[config.mk]
export PLATFORM = sky130hd
export DESIGN_NAME = lock_sequencer
export DESIGN_NICKNAME = d
export VERILOG_FILES = /design/src/rtl/lock_pkg.sv /design/src/rtl/lock_tick_timer.sv /design/src/rtl/lock_sequencer.sv
export SDC_FILE = /design/constraint.sdc
export NUM_CORES = 1
export LEC_CHECK = 0
export ABC_AREA = 0
export BUFFER_PORTS_ARGS = -buffer_cell sky130_fd_sc_hd__clkbuf_2
export CAP_MARGIN = 40
export CORE_UTILIZATION = 45
export CTS_CLUSTER_DIAMETER = 150
export DETAILED_ROUTE_END_ITERATION = 7
export GPL_TIMING_DRIVEN = 0
export PLACE_DENSITY = 0.71
export SYNTH_ARGS = -nofsm -noshare
export SYNTH_HDL_FRONTEND = slang
export SYNTH_HIERARCHICAL = 1
export SYNTH_SLANG_ARGS = --single-unit
[constraint.sdc]
create_clock -name i_clk -period 8.3 [get_ports i_clk]
set_input_delay 1.66 -clock i_clk [delete_from_list [all_inputs] [get_ports i_clk]]
set_output_delay 1.66 -clock i_clk [all_outputs]
set_load 0.1 [all_outputs]
[src/rtl/lock_pkg.sv]
// Shared definitions for the keypad door lock sequencer.
//   KEY_STAR / KEY_HASH : key codes for '*' and '#'
//   DIGITS              : default code length in BCD digits
//   lock_state_e        : top-level FSM states
package lock_pkg;

  localparam int unsigned DIGITS = 8;

  localparam logic [3:0] KEY_STAR = 4'd10;
  localparam logic [3:0] KEY_HASH = 4'd11;

  // Width of the shared tick timer; large enough for the longest hold time.
  localparam int unsigned TIMER_W = 16;

  typedef enum logic [2:0] {
    StIdle,
    StEntry,
    StCheck,
    StOpen,
    StChgNew,
    StChgConf,
    StLockout
  } lock_state_e;

endpackage

[src/rtl/lock_tick_timer.sv]
// Counts timebase tick strobes and flags when a compare value is reached.
//   i_clk   : system clock
//   i_rst   : synchronous active-high reset
//   i_clear : load the count to zero (wins over i_tick)
//   i_tick  : one-cycle timebase strobe
//   i_limit : compare value
//   o_done  : count has reached i_limit
module lock_tick_timer #(
  parameter int unsigned WIDTH = 16
) (
  input  logic             i_clk,
  input  logic             i_rst,
  input  logic             i_clear,
  input  logic             i_tick,
  input  logic [WIDTH-1:0] i_limit,
  output logic             o_done
);

  logic [WIDTH-1:0] r_count;

  always_ff @(posedge i_clk) begin
    if (i_rst) begin
      r_count <= '0;
    end else if (i_clear) begin
      r_count <= '0;
    end else if (i_tick && (r_count != '1)) begin
      // Saturate rather than wrap.
      r_count <= r_count + 1'b1;
    end
  end

  assign o_done = (r_count >= i_limit);

endmodule

[src/rtl/lock_sequencer.sv]
// Top-level control FSM for the keypad door lock: code entry, password check,
// unlock hold, two-pass password change, wrong-attempt lockout and inactivity
// timeout.
//   i_clk, i_rst       : clock, synchronous active-high reset
//   i_key_valid/code   : debounced key strobe; 0-9 digits, 10 '*', 11 '#'
//   i_tick             : slow timebase strobe
//   o_disp             : BCD display, newest digit in [3:0]
//   o_digit_cnt        : digits held in the active buffer
//   o_unlock           : door open
//   o_locked_out       : lockout active
//   o_pw_changed       : one-cycle pulse, password updated
//   o_pw_error         : one-cycle pulse, wrong code or confirm mismatch
//   o_fail_cnt         : consecutive wrong attempts
module lock_sequencer #(
  parameter int unsigned           DIGITS        = lock_pkg::DIGITS,
  parameter logic [4*DIGITS-1:0]   INIT_PASS     = 32'h1234_5678,
  parameter int unsigned           TIMEOUT_TICKS = 3000,
  parameter int unsigned           OPEN_TICKS    = 2500,
  parameter int unsigned           LOCK_TICKS    = 15000,
  parameter int unsigned           MAX_FAILS     = 3
) (
  input  logic                i_clk,
  input  logic                i_rst,
  input  logic                i_key_valid,
  input  logic [3:0]          i_key_code,
  input  logic                i_tick,
  output logic [4*DIGITS-1:0] o_disp,
  output logic [3:0]          o_digit_cnt,
  output logic                o_unlock,
  output logic                o_locked_out,
  output logic                o_pw_changed,
  output logic                o_pw_error,
  output logic [3:0]          o_fail_cnt
);

  import lock_pkg::*;

  localparam int unsigned W = 4 * DIGITS;

  lock_state_e          r_state, w_state_d;
  logic [W-1:0]         r_buf, w_buf_d;
  logic [W-1:0]         r_new_pw, w_new_pw_d;
  logic [W-1:0]         r_pw, w_pw_d;
  logic [3:0]           r_cnt, w_cnt_d;
  logic [3:0]           r_fail, w_fail_d;
  logic                 r_pw_error, w_pw_error_d;
  logic                 r_pw_changed, w_pw_changed_d;

  logic                 w_digit, w_star, w_hash;
  logic                 w_key_accept;
  logic                 w_last;
  logic [W-1:0]         w_shift;
  logic [3:0]           w_fail_inc;
  logic                 w_timer_clear;
  logic                 w_timer_done;
  logic [TIMER_W-1:0]   w_timer_limit;

  assign w_digit    = i_key_valid && (i_key_code <= 4'd9);
  assign w_star     = i_key_valid && (i_key_code == KEY_STAR);
  assign w_hash     = i_key_valid && (i_key_code == KEY_HASH);
  assign w_shift    = {r_buf[W-5:0], i_key_code};
  assign w_last     = (r_cnt == 4'(DIGITS - 1));
  assign w_fail_inc = r_fail + 4'd1;

  // One timer shared by all timed states; the compare value follows the state.
  always_comb begin
    w_timer_limit = '1;
    unique case (r_state)
      StEntry, StChgNew, StChgConf: w_timer_limit = TIMER_W'(TIMEOUT_TICKS);
      StOpen:                       w_timer_limit = TIMER_W'(OPEN_TICKS);
      StLockout:                    w_timer_limit = TIMER_W'(LOCK_TICKS);
      default:                      w_timer_limit = '1;
    endcase
  end

  // Cleared on every state change, so a tick in the transition cycle is lost.
  assign w_timer_clear = (w_state_d != r_state) || w_key_accept;

  lock_tick_timer #(
    .WIDTH (TIMER_W)
  ) u_timer (
    .i_clk   (i_clk),
    .i_rst   (i_rst),
    .i_clear (w_timer_clear),
    .i_tick  (i_tick),
    .i_limit (w_timer_limit),
    .o_done  (w_timer_done)
  );

  always_comb begin
    w_state_d      = r_state;
    w_buf_d        = r_buf;
    w_cnt_d        = r_cnt;
    w_new_pw_d     = r_new_pw;
    w_pw_d         = r_pw;
    w_fail_d       = r_fail;
    w_pw_error_d   = 1'b0;
    w_pw_changed_d = 1'b0;
    w_key_accept   = 1'b0;

    unique case (r_state)
      StIdle: begin
        if (w_star) begin
          w_state_d = StEntry;
        end
      end
      StEntry: begin
        if (w_timer_done) begin
          w_state_d = StIdle;
        end else if (w_star) begin
          w_key_accept = 1'b1;
          w_buf_d      = '0;
          w_cnt_d      = '0;
        end else if (w_digit) begin
          w_key_accept = 1'b1;
          w_buf_d      = w_shift;
          w_cnt_d      = r_cnt + 4'd1;
          if (w_last) begin
            w_state_d = StCheck;
          end
        end
      end
      StCheck: begin
        if (r_buf == r_pw) begin
          w_state_d = StOpen;
          w_fail_d  = '0;
        end else begin
          w_pw_error_d = 1'b1;
          w_fail_d     = w_fail_inc;
          w_state_d    = (w_fail_inc == 4'(MAX_FAILS)) ? StLockout : StIdle;
        end
      end
      StOpen: begin
        if (w_star) begin
          w_state_d = StIdle;
        end else if (w_hash) begin
          w_state_d = StChgNew;
        end else if (w_timer_done) begin
          w_state_d = StIdle;
        end
      end
      StChgNew: begin
        if (w_timer_done || w_star) begin
          w_state_d = StIdle;
        end else if (w_digit) begin
          w_key_accept = 1'b1;
          if (w_last) begin
            w_new_pw_d = w_shift;
            w_buf_d    = '0;
            w_cnt_d    = '0;
            w_state_d  = StChgConf;
          end else begin
            w_buf_d = w_shift;
            w_cnt_d = r_cnt + 4'd1;
          end
        end
      end
      StChgConf: begin
        if (w_timer_done || w_star) begin
          w_state_d = StIdle;
        end else if (w_digit) begin
          w_key_accept = 1'b1;
          if (w_last) begin
            w_state_d = StIdle;
            if (w_shift == r_new_pw) begin
              w_pw_d         = r_new_pw;
              w_pw_changed_d = 1'b1;
            end else begin
              w_pw_error_d = 1'b1;
            end
          end else begin
            w_buf_d = w_shift;
            w_cnt_d = r_cnt + 4'd1;
          end
        end
      end
      StLockout: begin
        if (w_timer_done) begin
          w_state_d = StIdle;
          w_fail_d  = '0;
        end
      end
      default: begin
        w_state_d = StIdle;
      end
    endcase

    // Entry buffers only survive within entry states and the compare cycle,
    // so the display reads zero everywhere else without a separate mux.
    if ((w_state_d == StIdle) || (w_state_d == StOpen) || (w_state_d == StLockout)) begin
      w_buf_d    = '0;
      w_cnt_d    = '0;
      w_new_pw_d = '0;
    end
  end

  always_ff @(posedge i_clk) begin
    if (i_rst) begin
      r_state      <= StIdle;
      r_buf        <= '0;
      r_cnt        <= '0;
      r_new_pw     <= '0;
      r_pw         <= INIT_PASS;
      r_fail       <= '0;
      r_pw_error   <= 1'b0;
      r_pw_changed <= 1'b0;
    end else begin
      r_state      <= w_state_d;
      r_buf        <= w_buf_d;
      r_cnt        <= w_cnt_d;
      r_new_pw     <= w_new_pw_d;
      r_pw         <= w_pw_d;
      r_fail       <= w_fail_d;
      r_pw_error   <= w_pw_error_d;
      r_pw_changed <= w_pw_changed_d;
    end
  end

  // The finished code stays visible during the one-cycle compare.
  assign o_disp       = r_buf;
  assign o_digit_cnt  = r_cnt;
  assign o_unlock     = (r_state == StOpen);
  assign o_locked_out = (r_state == StLockout);
  assign o_pw_changed = r_pw_changed;
  assign o_pw_error   = r_pw_error;
  assign o_fail_cnt   = r_fail;

endmodule

======== Word-level counts from Yosys, hierarchy flattened ========
Index checks and enable logic that the tools add are counted.
storage, ports and cells
  register bits ........................... 125
  bits in latches ......................... 0
  bits in writable memories ............... 0
  memory bits (read-only) ................. 0
  input port bits ......................... 8
  output and inout port bits .............. 44
  logic and storage cells ................. 116
  memories ................................ 0
operators by class
  add/sub/neg operators ................... 3
  $mul .................................... 0
  div/mod/pow operators ................... 0
  $lt $le $gt $ge ......................... 2
  equality and inequality tests ........... 24
  shifts and indexed selects .............. 0
  muxes and demuxes ....................... 53
  bitwise operators ....................... 4
  reductions and logical operators ........ 21
operator list
  kind                                                  count
  two-way mux 32 bit                                    9
  one-hot mux 32 bit (3 select lines)                   1
  equality test 32 bit                                  2
  two-way mux 3 bit                                     16
  one-hot mux 16 bit (3 select lines)                   1
  two-way mux 4 bit                                     11
  one-hot mux 3 bit (7 select lines)                    1
  adder 16 x 1 -> 16 bit (second input constant)        1
  greater-or-equal comparator 16 bit                    1
  inequality test 16 bit (second input constant)        1
  equality test 3 bit (second input constant)           4
  inequality test 2 bit (second input constant)         6
  one-hot mux 4 bit (3 select lines)                    1
  two-way mux 1 bit                                     10
  equality test 3 x 2 -> 1 bit (second input constant)  3
  adder 4 x 1 -> 4 bit (second input constant)          2
  equality test 4 bit (second input constant)           2
  one-hot mux 4 bit (2 select lines)                    1
  AND reduction 8 bit                                   1
  zero test 3 bit                                       2
  OR reduction 2 bit                                    3
  AND reduction 5 bit                                   1
  OR reduction 5 bit                                    1
  equality test 4 x 2 -> 1 bit (second input constant)  1
  other kinds (15)                                      25

======== Longest topological paths before layout ========
  word-level depth ........................ 12
  mapped depth ............................ 21
  depth with buffers taken out ............ 20

======== Cells and area by module ========
Netlist, hierarchy kept.
by module, submodules not included
  module           times used  cells each  area each (µm²)  seq. area each (µm²)
  lock_sequencer   1           581         5461.5           2182.1
  lock_tick_timer  1           146         1168.6           320.3

======== Worst setup path after synthesis ========
OpenSTA, ideal clock, no wires.
  path kind ............................... register -> register
  from .................................... register r_state[0]
  to ...................................... register u_timer.r_count[15]
  library setup time ...................... 0.059 ns
  arrival time ............................ 4.138 ns
  required time ........................... 8.241 ns
  slack ................................... 4.103 ns
  stages on the path, launching flop included .. 19
  buffers on the path ..................... 1
  period minus slack after synthesis ...... 4.197 ns
  cell sequence ........................... dfxtp_1 > nor2b_1 > nand2_1 > inv_1 > nor2_1 > inv_1 > ha_1 > a21oi_1 > o21ai_0 > a21oi_1 > nand3_1 > nor4b_1 > o21ai_0 > a211oi_1 > o211ai_1 > or2_2 > clkbuf_1 > or4_1 > nand2_1
on the way
  word-level cells in the longest chain between the ends .. 11
  elaborated cells between the ends (all ways) .. 33
  those cells by class .................... order compare: 1; eq/ne: 7; mux: 19; reduce/logical: 6
RTL lines
  what                                                                        RTL line                                      RTL
  start, declared                                                             lock_sequencer.sv:40                          lock_state_e r_state, w_state_d;
  start signal, assigned                                                      lock_sequencer.sv:199                         r_state <= StIdle;
  start signal, assigned                                                      lock_sequencer.sv:208                         r_state <= w_state_d;
  equality test 3 bit / equality test 3 x 1 -> 1 bit (equally long branches)  lock_sequencer.sv:68                          unique case (r_state)
  OR reduction 3 bit                                                          lock_sequencer.sv:68
  one-hot mux 16 bit (3 select lines) (*)                                     lock_sequencer.sv:68
  via w_timer_limit[3]                                                        lock_sequencer.sv:56                          logic [TIMER_W-1:0] w_timer_limit;
  greater-or-equal comparator 16 bit (*)                                      lock_tick_timer.sv:32                         assign o_done = (r_count >= i_limit);
  via w_timer_done                                                            lock_sequencer.sv:55                          logic w_timer_done;
  two-way mux 3 bit                                                           lock_sequencer.sv:138, lock_sequencer.sv:178
  two-way mux 3 bit                                                           lock_sequencer.sv:136                         end else if (w_hash) begin
  two-way mux 3 bit                                                           lock_sequencer.sv:134                         if (w_star) begin
  one-hot mux 3 bit (7 select lines)                                          lock_sequencer.sv:101                         unique case (r_state)
  inequality test 3 bit                                                       lock_sequencer.sv:77                          assign w_timer_clear = (w_state_d != r_state) || w_key_accept;
  logical OR 1 bit (*)                                                        lock_sequencer.sv:77
  via w_timer_clear                                                           lock_sequencer.sv:54                          logic w_timer_clear;
  OR reduction 2 bit (no source line) (*)                                     -
  end signal, assigned                                                        lock_tick_timer.sv:28                         r_count <= r_count + 1'b1;
  end, declared                                                               lock_tick_timer.sv:19                         logic [WIDTH-1:0] r_count;
Mark *: on every way through the listed nets, which the timed path passes. The rest lies on a longest branch.
A chain may end at the register's enable or synchronous reset.

======== Worst setup path after layout ========
Same ends and word-level chain as after synthesis.

==> reports/results.ini <==
[run_status]
status=completed

[finish]
area_growth_pct=16.8
fin_util=0.547
antenna-diode-count=0
num-nets-final=827
fillers=1286
layout-drive-gt1-share=0.156

[synth]
ys_ff_latch=125
synthFlopType=dfxtp_1
synth_top_area_frac=0.377
syn-cell-area_um2=6630
synthCells=727
yosysWarnings=6
synth_adder_area_share=0.0377
synth.avg_cell_area_um2=9.12
ys_seq_area_frac=0.377
synth_area_leaders=dfxtp_1 38%, mux2i_1 8.2%, xor2_1 5.2%
yosysTopAreaCell=dfxtp_1
synth_most_common_cell=dfxtp_1
synth_edf_count=0
synth_common_cells=125 x dfxtp_1, 54 x mux2i_1, 53 x nor2_1
synth_top_family_by_area=simple AND/OR/NAND/NOR gates
ys_types=54
synth-compound-area-share=0.172
postSynth.asyncResetShare=0
synth_simple_gate_area_share=0.178
synth-xor-area-share=0.102
synthMuxAreaShare=0.0815

[worst_setup_path]
startpoint_type=flip-flop
path_max_fanout=10
cp.required_ps=8660
worstPathArrival_ps=4890
rr_worst_depth=18
critPathCaptureType=flip-flop
critPathKind=flip-flop to flip-flop

[grt]
grt_pass1_wl_um=29000
grt_pass1_vias=5422
busiest_layer=met2
grt.total_usage=0.257
met3_usage=0.0849
grt_max_degree=17
met1_usage=0.330
overflow=0
globalRouteMet2Util=0.379
antenna_found_initial=0

[timing]
fmax_mhz=221
setup_viol=0
hold_viol=0
period_share=0.545
tightest_slew_ps=797
drv_slew=0
maxSlewHeadroom=0.468
min_period_ps=4520
finalClockSkew_ps=8.98
fin_tns_setup_ps=0
rsz0062_at_grt=false

[pwr]
pwr-share-comb=0.028
switchingPower_uw=302
ir_worst_vdd_uv=143
p_leak_uw=0.00281
p_per_area_nw_per_um2=183
p_sw_frac=0.213
cell_internal_pwr_uw=1120
pwr-share-clk=0.547
seq_power_share=0.425

[die]
core.rowCount=43
die_area_um2=15200
die_w_um=123
die_h_um=123
core_um2=14100
start_util=0.469
ios=52

[clock_network]
post_cts_buffers=0
clk_pin_slew_worst_paths_ps=50
cts_buffer_depth=2
cts_buffers=17
cts_root_buffer=clkbuf_16
cts_hold_buf=0
clk_latency_ps=430
cts_sinks=125
h-tree-depth=4
cts-resized-gates=0
cts_tree=built

[drt]
detail-route-antenna-nets=0
wl_um=18600
via_count=5819
dr.pass1.iters=5
drtIter0Drc=415
drc=0
routedWlPerCell_um=18.7
routed_via_density=5.87

[min_path]
hold_class=flip-flop to flip-flop
min_path_cells=2

[placed_design]
gp_congestion=0.942
place_hpwl_um=13300
port_buffers=50

[flow_run]
cap_violations=0

[final timing paths]
kind                 startpoint             endpoint  slack [ps]
max reg2reg          r_state[0]  u_timer/r_count[15]        3780
min reg2reg  u_timer/r_count[1]   u_timer/r_count[1]         510
min          u_timer/r_count[1]   u_timer/r_count[1]         510
max                  r_state[0]  u_timer/r_count[15]        3780
[layer usage]
layer	share of wire	wire length, µm
met5	0	0
met4	0.037	687
met3	0.071	1320
met2	0.44	8160
met1	0.45	8410
[flip-flops by register name, indices dropped and copies added, names as in the netlist]
register	flops
r_state	3
o_fail_cnt	4
r_new_pw	32
o_pw_error	1
o_disp	32
u_timer/r_count	16
o_digit_cnt	4
r_pw	32
o_pw_changed	1
[cell type report]
| type | instances | area, µm² | area share |
|---|---|---|---|
| buffer | 51 | 235 | 0.0304 |
| clock buffer | 23 | 488 | 0.0630 |
| clock inverter | 9 | 133 | 0.0171 |
| inverter | 26 | 97.6 | 0.0126 |
| multi-input combinational | 526 | 3800 | 0.491 |
| sequential | 125 | 2500 | 0.323 |
| tap | 180 | 225 | 0.0291 |
| timing repair buffer | 52 | 263 | 0.0339 |
[layout by cell type (no fill, tap or decap), drive strengths merged, types with 2 or more instances in the layout]
| cell type | synthesis | routed |
|---|---|---|
| dfxtp | 125 | 125 |
| clkbuf | 34 | 107 |
| mux2i | 54 | 54 |
| nor2 | 53 | 53 |
| nand2 | 52 | 52 |
| nand3 | 46 | 46 |
| xor2 | 39 | 39 |
| xnor2 | 38 | 38 |
| a211oi | 38 | 38 |
| a221oi | 31 | 31 |
| inv | 26 | 27 |
| ha | 20 | 20 |
| a21oi | 19 | 19 |
| buf | 17 | 19 |
| nor2b | 17 | 17 |
| nand4 | 17 | 17 |
| a211o | 15 | 15 |
| nor4 | 15 | 15 |
| o21ai | 14 | 14 |
| nor3 | 8 | 8 |
| nand2b | 4 | 4 |
| o211ai | 4 | 4 |
| a21o | 4 | 4 |
| and2 | 4 | 4 |
| o2111ai | 4 | 4 |
| nor4b | 3 | 3 |
| nor3b | 3 | 3 |
| bufinv | 0 | 3 |
| a21boi | 3 | 3 |
| clkinv | 0 | 3 |
| nand4b | 2 | 2 |
| or3 | 2 | 2 |
| a22oi | 2 | 2 |
| a41oi | 2 | 2 |
| clkinvlp | 0 | 2 |
| conb | 1 | 2 |
| and4 | 2 | 2 |
| or4 | 2 | 2 |
[worst max-delay path, stage by stage (launching register included)]
cell and delay [ps]:
dfxtp_1 320, clkbuf_1 220, o21ai_0 650, inv_1 100
ha_1 320, nand4_1 120, nor2_1 170, nand3_1 90
nand3_1 180, inv_1 150, and3_1 170, buf_2 170
a31o_2 250, a211oi_1 230, o211ai_1 190, or2_2 320
clkbuf_1 190, or4_1 530, nand2_1 80
[cell families after synthesis]
| kind of cell | after synthesis |
|---|---|
| xor gates and xnor gates | 77 |
| buffers and inverters | 77 |
| muxes | 54 |
| adders and majority gates | 20 |
| DFF | 125 |
| and+or+nand+nor | 234 |
| other | 1 |
| AOI/OAI and AO/OA | 139 |
[metrics by stage]
stage                     cells  cell area, µm²  hold slack (ps)  power, µW  worst slack [ps]
after floorplan             728            6630              480        639              4100
after global placement      958            7110              494        654              3520
after detailed placement    960            7120              501        654              3850
after CTS                   992            7740              514       1420              3820
after global routing        992            7740              518       1460              3410
final                       992            7740              513       1420              3780
[power groups by stage]
stage,clock network [µW],registers [µW],logic (µW)
2_1_floorplan,0,615,24.2
3_3_place_gp,0,615,38.2
3_5_place_dp,0,615,38.2
4_1_cts,782,602,38.6
5_1_grt,814,602,42.5
6_report,775,603,39.5
Power figures use the tool's default switching activity.
